[src/rtl/seq_chunk_adder_pkg.sv]
// Shared definitions for the sequential chunked adder:
// FSM state encoding and default operand/slice widths.
package seq_chunk_adder_pkg;

    localparam int DEF_WIDTH = 32;
    localparam int DEF_CHUNK = 8;

    typedef enum logic [1:0] {
        ST_IDLE = 2'd0,
        ST_RUN  = 2'd1,
        ST_DONE = 2'd2
    } state_t;

endpackage

[src/rtl/seq_chunk_adder_if.sv]
// Request/result bundle of the sequential chunked adder.
// master: start/sub/inp1/inp2 out, status and result in; slave: reverse.
interface seq_chunk_adder_if
    import seq_chunk_adder_pkg::*;
#(
    parameter int WIDTH = DEF_WIDTH
);
    logic             start;
    logic             sub;
    logic [WIDTH-1:0] inp1;
    logic [WIDTH-1:0] inp2;
    logic             busy;
    logic             done;
    logic [WIDTH-1:0] out;
    logic             c_msb;
    logic             c_out;
    logic             ovf;

    modport master (
        output start, sub, inp1, inp2,
        input  busy, done, out, c_msb, c_out, ovf
    );

    modport slave (
        input  start, sub, inp1, inp2,
        output busy, done, out, c_msb, c_out, ovf
    );
endinterface

[src/rtl/seq_chunk_adder_chunk_adder.sv]
// Combinational CHUNK-bit ripple adder.
// Ports: i_a, i_b operands, i_cin carry-in, o_sum sum, o_cout carry-out.
module chunk_adder
    import seq_chunk_adder_pkg::*;
#(
    parameter int CHUNK = DEF_CHUNK
) (
    input  logic [CHUNK-1:0] i_a,
    input  logic [CHUNK-1:0] i_b,
    input  logic             i_cin,
    output logic [CHUNK-1:0] o_sum,
    output logic             o_cout
);
    logic w_c;

    always_comb begin
        w_c   = i_cin;
        o_sum = '0;
        for (int i = 0; i < CHUNK; i++) begin
            o_sum[i] = i_a[i] ^ i_b[i] ^ w_c;
            w_c      = (i_a[i] & i_b[i]) | (w_c & (i_a[i] ^ i_b[i]));
        end
        o_cout = w_c;
    end
endmodule

[src/rtl/seq_chunk_adder.sv]
// Multi-cycle adder/subtractor: one CHUNK-bit slice per clock, LSB first.
// Ports: clk, rst (sync, active high), io_bus (slave side of the bundle).
module seq_chunk_adder
    import seq_chunk_adder_pkg::*;
#(
    parameter int WIDTH = DEF_WIDTH,
    parameter int CHUNK = DEF_CHUNK
) (
    input  logic           clk,
    input  logic           rst,
    seq_chunk_adder_if.slave io_bus
);
    localparam int NSLICE = WIDTH / CHUNK;
    localparam int CW     = (NSLICE > 1) ? $clog2(NSLICE) : 1;
    localparam logic [CW-1:0] LAST = CW'(NSLICE - 1);

    state_t           r_state;
    logic [CW-1:0]    r_cnt;
    logic [WIDTH-1:0] r_a;
    logic [WIDTH-1:0] r_b;
    logic [WIDTH-1:0] r_out;
    logic             r_carry;
    logic             r_busy;
    logic             r_done;
    logic             r_cmsb;
    logic             r_cout;
    logic             r_ovf;

    int               w_base;
    logic [CHUNK-1:0] w_a;
    logic [CHUNK-1:0] w_b;
    logic [CHUNK-1:0] w_sum;
    logic             w_cout;

    assign w_base = int'(r_cnt) * CHUNK;
    assign w_a    = r_a[w_base +: CHUNK];
    assign w_b    = r_b[w_base +: CHUNK];

    chunk_adder #(.CHUNK(CHUNK)) u_chunk (
        .i_a    (w_a),
        .i_b    (w_b),
        .i_cin  (r_carry),
        .o_sum  (w_sum),
        .o_cout (w_cout)
    );

    always_ff @(posedge clk) begin
        if (rst) begin
            r_state <= ST_IDLE;
            r_cnt   <= '0;
            r_a     <= '0;
            r_b     <= '0;
            r_out   <= '0;
            r_carry <= 1'b0;
            r_busy  <= 1'b0;
            r_done  <= 1'b0;
            r_cmsb  <= 1'b0;
            r_cout  <= 1'b0;
            r_ovf   <= 1'b0;
        end else begin
            unique case (r_state)
                ST_IDLE, ST_DONE: begin
                    r_done <= 1'b0;
                    if (io_bus.start) begin
                        // Subtraction is A + ~B + 1: invert B, seed carry.
                        r_a     <= io_bus.inp1;
                        r_b     <= io_bus.sub ? ~io_bus.inp2
                                              : io_bus.inp2;
                        r_carry <= io_bus.sub;
                        r_cnt   <= '0;
                        r_busy  <= 1'b1;
                        r_state <= ST_RUN;
                    end else begin
                        r_state <= ST_IDLE;
                    end
                end
                ST_RUN: begin
                    r_out[w_base +: CHUNK] <= w_sum;
                    r_carry                <= w_cout;
                    if (r_cnt == LAST) begin
                        // Carry into the MSB recovered from its sum bit.
                        r_cmsb  <= w_sum[CHUNK-1] ^ w_a[CHUNK-1]
                                 ^ w_b[CHUNK-1];
                        r_cout  <= w_cout;
                        r_ovf   <= w_sum[CHUNK-1] ^ w_a[CHUNK-1]
                                 ^ w_b[CHUNK-1] ^ w_cout;
                        r_busy  <= 1'b0;
                        r_done  <= 1'b1;
                        r_state <= ST_DONE;
                    end else begin
                        r_cnt <= r_cnt + 1'b1;
                    end
                end
                default: begin
                    r_busy  <= 1'b0;
                    r_done  <= 1'b0;
                    r_state <= ST_IDLE;
                end
            endcase
        end
    end

    assign io_bus.busy  = r_busy;
    assign io_bus.done  = r_done;
    assign io_bus.out   = r_out;
    assign io_bus.c_msb = r_cmsb;
    assign io_bus.c_out = r_cout;
    assign io_bus.ovf   = r_ovf;
endmodule
[src/flat_wrapper.sv]
// flat-port wrapper written by rule: the top's interface ports become plain ports
module seq_chunk_adder_flat import seq_chunk_adder_pkg::*;
#(
    parameter int WIDTH = DEF_WIDTH,
    parameter int CHUNK = DEF_CHUNK
)
  (clk, rst, io_bus_start, io_bus_sub, io_bus_inp1, io_bus_inp2, io_bus_busy, io_bus_done, io_bus_out, io_bus_c_msb, io_bus_c_out, io_bus_ovf);
  seq_chunk_adder_if #(.WIDTH(WIDTH)) io_bus_i ();
  input  logic clk;
  input  logic rst;
  input wire logic [$bits(io_bus_i.start)-1:0] io_bus_start;
  input wire logic [$bits(io_bus_i.sub)-1:0] io_bus_sub;
  input wire logic [$bits(io_bus_i.inp1)-1:0] io_bus_inp1;
  input wire logic [$bits(io_bus_i.inp2)-1:0] io_bus_inp2;
  output wire logic [$bits(io_bus_i.busy)-1:0] io_bus_busy;
  output wire logic [$bits(io_bus_i.done)-1:0] io_bus_done;
  output wire logic [$bits(io_bus_i.out)-1:0] io_bus_out;
  output wire logic [$bits(io_bus_i.c_msb)-1:0] io_bus_c_msb;
  output wire logic [$bits(io_bus_i.c_out)-1:0] io_bus_c_out;
  output wire logic [$bits(io_bus_i.ovf)-1:0] io_bus_ovf;
  assign io_bus_i.start = io_bus_start;
  assign io_bus_i.sub = io_bus_sub;
  assign io_bus_i.inp1 = io_bus_inp1;
  assign io_bus_i.inp2 = io_bus_inp2;
  assign io_bus_busy = io_bus_i.busy;
  assign io_bus_done = io_bus_i.done;
  assign io_bus_out = io_bus_i.out;
  assign io_bus_c_msb = io_bus_i.c_msb;
  assign io_bus_c_out = io_bus_i.c_out;
  assign io_bus_ovf = io_bus_i.ovf;
  seq_chunk_adder #(.WIDTH(WIDTH), .CHUNK(CHUNK)) u_core (.clk(clk), .rst(rst), .io_bus(io_bus_i));
endmodule
[config.mk]
export PLATFORM = sky130hd
export DESIGN_NAME = seq_chunk_adder_flat
export DESIGN_NICKNAME = d
export VERILOG_FILES = /design/src/rtl/seq_chunk_adder_pkg.sv /design/src/rtl/seq_chunk_adder_if.sv /design/src/rtl/seq_chunk_adder_chunk_adder.sv /design/src/rtl/seq_chunk_adder.sv /design/src/flat_wrapper.sv
export SDC_FILE = /design/constraint.sdc
export NUM_CORES = 1
export LEC_CHECK = 0
export CORE_MARGIN = 10
export CORE_UTILIZATION = 35
export CTS_CLUSTER_SIZE = 28
export DETAILED_ROUTE_END_ITERATION = 6
export HOLD_SLACK_MARGIN = 0.02
export SLEW_MARGIN = 10
export SYNTH_ARGS = -nofsm -noshare
export SYNTH_HDL_FRONTEND = slang
export SYNTH_SLANG_ARGS = --single-unit
[constraint.sdc]
create_clock -name clk -period 9 [get_ports clk]
set_input_delay 0.9 -clock clk [delete_from_list [all_inputs] [get_ports clk]]
set_output_delay 0.9 -clock clk [all_outputs]
set_load 0.01 [all_outputs]
==> key figures, run 1 <==
Worst setup path
  • Worst setup SP type: flip-flop
  • Crit path DAT: 5.69 ns
  • Critical path's top delay family: adder cells
  • Slowest cell on crit path: dfxtp_1
  • Max Fanout on Critical Path: 13
  • Crit. End Element: flip-flop
  • Crit-path most repeated cell: fa_1
  • Worst Reg-to-Reg Cells: 14
  • Req. time, crit path: 9.27 ns
  • CP Depth: 14
  • CP Class: flip-flop to flip-flop
  • Crit-path cells: mux4_2 > inv_1 > fa_1 > fa_1 > inv_1 > fa_1 > fa_1 > fa_1 > fa_1 > fa_1 > fa_1 > xnor3_1 > or2_1 > a21oi_2
  • Buffers & Inverters on Critical Path: 2
  • Crit-path max cell delay: 0.73 ns

Detailed routing
  • Drt first-iter violations: 233
  • ANT nets after route: 0
  • Met2 wire len: 5.65 mm
  • Final WL: 11.7 mm
  • Drc violations: 0
  • Met1 wire length: 5.29 mm
  • Routed via count: 3602
  • WL/cell: 15.9 µm
  • DR WL met3: 711 µm
  • Vias/cell: 4.87
  • 1st-pass router iterations: 5
  • Top layer in use: met4

Logic synthesis
  • Syn_area_per_cell: 9.46 µm²
  • Synth unique cells: 32
  • Mapped Cells: 484
  • Synthesized area: 4580 µm²
  • Post-synthesis net count: 565
  • Seq/Total Area, Yosys: 46.3%
  • Yosys Warn Count: 0
  • Seq cells post-synth: 106

Clocking
  • Num CTS Buffers: 9
  • Cts hold-fix bufs: 0
  • Skew-Pair Late Insertion Delay: 0.34 ns
  • CTS Buffer Depth: 2
  • Clock transition at the registers of the reported paths: 0.07 ns
  • Post-CTS Resized: 0
  • Post-CTS Setup Bufs: 0
  • CTS tree: built
  • Root Buffer: clkbuf_16
  • H-Tree Depth: 3
  • Total clock sinks: 106

Placed design
  • PortBufs: 104
  • Dpl cells: 724
  • Pre-CTS WS: 3.57 ns
  • Cell Area, Placed: 5700 µm²
  • GP Congestion: 0.792
  • DPL Wire Length: 8.76 mm

GRT
  • Vias in the first global route: 3647
  • GRT Total Usage: 12.8%
  • Antenna violations before repair: 0
  • Largest net degree at the start of global routing: 107
  • Remaining Overflow, GRT: 0
  • First-pass GRT wire length: 18.9 mm

Job
  • MaxCap Viol Count: 0

Die
  • Cell Rows: 41
  • Io pins: 105
  • Core area: 12700 µm²
  • Die W: 134 µm
  • Die Ht: 134 µm
  • Die area: 18100 µm²
  • Initial Util: 36.0%

Min path
  • Hold path depth: 2
  • Hold Path Class: flip-flop to flip-flop

Layout
  • Share of cells above drive strength 1: 7.22%
  • Layout net count: 644
  • Most common cell after layout, fill and taps aside: dfxtp_1
  • Diode count: 0
  • Design area: 6010 µm²
  • Non-Filler Instances: 740
  • Area grow syn2layout: 31.3%
  • Commonest non-fill, non-tap cells in the layout: 106 x dfxtp_1, 102 x clkdlybuf4s50_1, 75 x nand2_1, 72 x nor2_1, 36 x a21oi_1

STA
  • Final hold violation count: 0
  • Setup TNS: 0 ns
  • Max Slew Vio Count: 0
  • FMAX: 185 MHz
  • Worst Tran Pin Value: 1.20 ns
  • Setup violators final: 0
  • RSZ-0062 raised after global routing: no
  • Clk_skew: 0.0139 ns
  • Minimum clock period: 5.42 ns
  • Final Cycle Share: 60.2%
  • Max transition margin: 19.8%
  • Final worst slack: 3.58 ns

Power
  • NetSw: 0.296 mW
  • Combinational share of power: 16.1%
  • Clock share of power: 37.4%
  • Internal: 0.806 mW
  • Flop pwr share: 46.5%
  • Switching Share: 26.9%
  • Worst vdd ir: 0.117 mV
  • Leak Pwr: 2.13 nW
  • PD cells: 183 nW/µm²

Status
  • Status: complete, no violations
-- power groups by stage --
stage,registers (mW),clock network (mW),logic (mW)
after CTS,0.513,0.419,0.180
after global routing,0.516,0.438,0.195
after floorplan,0.517,0,0.113
final,0.513,0.412,0.177
after detailed placement,0.524,0,0.179
after global placement,0.523,0,0.177
-- stage by stage --
| stage | utilization [%] | hold WS, ns | total power, mW |
|---|---|---|---|
| 5_1_grt | 47.2 | 0.476 | 1.15 |
| 6_report | 47.2 | 0.451 | 1.10 |
| 3_3_place_gp | 44.8 | 0.441 | 0.700 |
| 2_1_floorplan | - | 0.433 | 0.630 |
| 3_5_place_dp | 44.8 | 0.445 | 0.703 |
| 4_1_cts | 47.2 | 0.455 | 1.11 |
-- per-layer routing --
| metal | global-route usage [%] | vias to the layer above |
|---|---|---|
| met5 | 0 | - |
| met4 | 3.57 | 0 |
| met3 | 3.47 | 5 |
| met2 | 21.3 | 103 |
| met1 | 16.0 | 1677 |
| li1 | - | 1817 |
-- sequential cells by signal, summed over array words and instances (netlist names) --
name,count
u_core.io_bus.out,32
u_core.r_a,32
u_core.r_b,32
u_core.r_cnt,2
u_core.r_state,2
u_core.io_bus.busy,1
u_core.io_bus.c_msb,1
u_core.io_bus.c_out,1
u_core.io_bus.done,1
u_core.io_bus.ovf,1
u_core.r_carry,1
-- cell families after synthesis --
kind of cell | Yosys count | synth area share [%]
xor gates and xnor gates | 34 | 6.80
muxes | 16 | 7.87
adders and majority gates | 13 | 4.86
buffers and inverters | 49 | 4.29
AOI/OAI and AO/OA | 104 | 15.2
and+or+nand+nor | 162 | 14.6
DFF | 106 | 46.3
-- path summary, 6_finish.rpt --
kind                                           end  slack, ns                          from
setup reg to reg  u_core.io_bus.c_msb$_SDFFE_PP0P_       3.58  u_core.r_cnt[0]$_SDFFE_PP0P_
setup / recovery  u_core.io_bus.c_msb$_SDFFE_PP0P_       3.58  u_core.r_cnt[0]$_SDFFE_PP0P_
hold reg to reg        u_core.r_a[17]$_SDFFE_PP0P_       0.45   u_core.r_a[17]$_SDFFE_PP0P_
hold / removal         u_core.r_a[17]$_SDFFE_PP0P_       0.45   u_core.r_a[17]$_SDFFE_PP0P_
-- worst register-to-register path: cells and delay by family, from the launching register on --
family / cells / cell delay (ns)
flops: 1 / 0.73
mux: 1 / 0.58
xor+xnor: 1 / 0.47
compound gates: 1 / 0.11
buf+inv: 2 / 0.15
fa+ha+maj: 8 / 3.09
simple gates: 1 / 0.24
-- layout make-up --
cell class	instances	area, µm²
Tap cell	172	215
Inverter	11	41.3
Fill cell	1275	6710
Clock inverter	7	90.1
Timing Repair Buffer	106	1050
Clock buffer	9	225
Sequential cell	106	2120
Multi-Input combinational cell	329	2270
-- cell usage after synthesis --
cell type  count  area [µm²]
or3_1          1        6.26
fa_1           8         160
inv_1         11        41.3
o21a_1         1        7.51
xnor2_1       33         289
mux4_2        16         360
and3b_1        1        8.76
clkbuf_1      27         101
a211oi_1      32         240
and3_1         1        6.26
nand3b_2       1        11.3
ha_1           5        62.6
nor3_1         1        5.00
a22oi_1       32         240
a311oi_1       1        8.76
nor2b_1        2        12.5
buf_2         10        50.1
nand2b_1       2        12.5
nor4b_2        1        15.0
nand2_1       75         282
dfxtp_1      106        2120
a21oi_1       36         180
nor4_2         1        12.5
a21oi_2        1        8.76
nor2_1        72         270
nand3_1        1        5.00
buf_1          1        3.75
o32a_1         1        10.0
nor4bb_1       1        10.0
xnor3_1        1        22.5
or2_1          1        6.26
nor3b_1        1        7.51
Note: power is estimated with default switching activity, not from simulation.
==> run 2, diff against run 1 <==
clock period = 5.6 ns   (was 9 ns; I/O delays follow)
==> key figures, run 2 (synthesis results as in run 1) <==
Clocking
  • H-Tree Depth: 3
  • Post-CTS Resized: 0
  • Root Buffer: clkbuf_16
  • CTS Buffer Depth: 2
  • Skew-Pair Late Insertion Delay: 0.35 ns
  • CTS tree: built
  • Total clock sinks: 106
  • Num CTS Buffers: 9
  • Cts hold-fix bufs: 0
  • Clock transition at the registers of the reported paths: 0.07 ns
  • Post-CTS Setup Bufs: 0

Detailed routing
  • WL/cell: 16.1 µm
  • ANT nets after route: 0
  • 1st-pass router iterations: 4
  • DR WL met3: 749 µm
  • Routed via count: 3661
  • Top layer in use: met4
  • Met2 wire len: 5.83 mm
  • Final WL: 12.0 mm
  • Met1 wire length: 5.22 mm
  • Drt first-iter violations: 215
  • Drc violations: 0
  • Vias/cell: 4.93

Power
  • Switching Share: 27.5%
  • Leak Pwr: 2.12 nW
  • Combinational share of power: 16.9%
  • Internal: 1.25 mW
  • Power after layout: 1.72 mW
  • Clock share of power: 35.5%
  • NetSw: 0.475 mW
  • PD cells: 288 nW/µm²
  • Flop pwr share: 47.6%
  • Worst vdd ir: 0.158 mV

Job
  • MaxCap Viol Count: 0

STA
  • Clk_skew: 0.00943 ns
  • FMAX: 194 MHz
  • Max Slew Vio Count: 0
  • Minimum clock period: 5.17 ns
  • Setup violators final: 0
  • RSZ-0062 raised after global routing: no
  • Final Cycle Share: 92.3%
  • Worst Tran Pin Value: 1.08 ns
  • Setup TNS: 0 ns
  • Max transition margin: 28.1%
  • Final hold violation count: 0

Layout
  • Diode count: 0
  • # fillers: 1257
  • Commonest non-fill, non-tap cells in the layout: 106 x dfxtp_1, 102 x clkdlybuf4s50_1, 75 x nand2_1, 72 x nor2_1, 36 x a21oi_1
  • Layout net count: 646
  • Most common cell after layout, fill and taps aside: dfxtp_1
  • Share of cells above drive strength 1: 7.54%
  • Area grow syn2layout: 31.0%

Die
  • Io pins: 105
  • Die Ht: 134 µm
  • Cell Rows: 41
  • Initial Util: 36.0%
  • Core area: 12700 µm²
  • Die area: 18100 µm²
  • Die W: 134 µm

GRT
  • Vias in the first global route: 3740
  • Remaining Overflow, GRT: 0
  • Largest net degree at the start of global routing: 107
  • First-pass GRT wire length: 19.5 mm
  • Antenna violations before repair: 0
  • GRT Total Usage: 13.4%

Worst setup path
  • R2R Setup Slk: 0.43 ns
  • Worst setup SP type: flip-flop
  • Worst Reg-to-Reg Cells: 14
  • Crit. End Element: flip-flop
  • CP Class: flip-flop to flip-flop
  • Max Fanout on Critical Path: 6
  • Reg2Reg Capture Point: u_core.io_bus.c_msb$_SDFFE_PP0P_
  • Req. time, crit path: 5.87 ns
  • FF-to-FF Start: u_core.r_cnt[0]$_SDFFE_PP0P_
  • Crit path DAT: 5.44 ns

Placed design
  • PortBufs: 104
  • GP Congestion: 0.811
  • DPL Wire Length: 8.98 mm

Min path
  • Worst hold endpoint: u_core.r_a[3]$_SDFFE_PP0P_
  • Hold Startpoint: u_core.r_a[3]$_SDFFE_PP0P_
  • Hold Path Class: flip-flop to flip-flop
  • Hold path depth: 2

Status
  • Status: complete, no violations
## run 2: per-layer routing
metal  track usage, %  up-vias
li1                 -     1837
met4             5.02        0
met2             21.6      110
met1             16.7     1706
met5                0        -
met3             3.62        8
## run 2: power groups by stage
stage / Combinational, mW / Sequential (mW) / Clock [mW]
5_1_grt: 0.322 / 0.826 / 0.660
3_5_place_dp: 0.294 / 0.839 / 0
6_report: 0.292 / 0.821 / 0.612
3_3_place_gp: 0.290 / 0.837 / 0
4_1_cts: 0.295 / 0.821 / 0.627
2_1_floorplan: 0.182 / 0.830 / 0
## run 2: worst max path at each step
stage	start	endpoint	slack [ns]	depth (start not counted)
2_1_floorplan	u_core.r_cnt[0]$_SDFFE_PP0P_	u_core.io_bus.ovf$_SDFFE_PP0P_	0.54	15
3_3_place_gp	u_core.r_cnt[0]$_SDFFE_PP0P_	u_core.io_bus.c_msb$_SDFFE_PP0P_	0.49	14
3_5_place_dp	u_core.r_cnt[0]$_SDFFE_PP0P_	u_core.io_bus.c_msb$_SDFFE_PP0P_	0.43	14
4_1_cts	u_core.r_cnt[0]$_SDFFE_PP0P_	u_core.io_bus.c_msb$_SDFFE_PP0P_	0.42	14
5_1_grt	u_core.r_cnt[0]$_SDFFE_PP0P_	u_core.io_bus.ovf$_SDFFE_PP0P_	0.17	14
6_report	u_core.r_cnt[0]$_SDFFE_PP0P_	u_core.io_bus.c_msb$_SDFFE_PP0P_	0.43	14
## run 2: worst max-delay path, cell delays in order, from the launching register on
cell and delay (ns):
dfxtp_1 0.51, mux4_2 0.54, inv_1 0.09, fa_1 0.19, fa_1 0.16, inv_1 0.05, fa_1 0.44, fa_1 0.44
fa_1 0.39, fa_1 0.39, fa_1 0.43, fa_1 0.64, xnor3_1 0.48, or2_1 0.23, a21oi_2 0.11
## run 2: final cells by class
class | instances | area, µm² | area share [%]
clock buffers | 10 | 229 | 3.82
clock inverters | 6 | 55.1 | 0.918
inverters | 11 | 41.3 | 0.689
multi-input cells | 329 | 2270 | 37.9
flip-flops and latches | 106 | 2120 | 35.4
well taps | 172 | 215 | 3.59
repair buffers | 108 | 1060 | 17.7
## run 2: metrics by stage
step | setup slack [ns] | util, % | cell area [µm²] | instances | hold WS, ns
floorplan | 0.535 | - | 4580 | 484 | 0.433
global placement | 0.492 | 44.9 | 5710 | 726 | 0.441
detailed placement | 0.434 | 44.9 | 5710 | 726 | 0.447
CTS | 0.421 | 47.1 | 5990 | 742 | 0.456
global route | 0.175 | 47.1 | 6000 | 742 | 0.476
finish | 0.433 | 47.1 | 6000 | 742 | 0.452
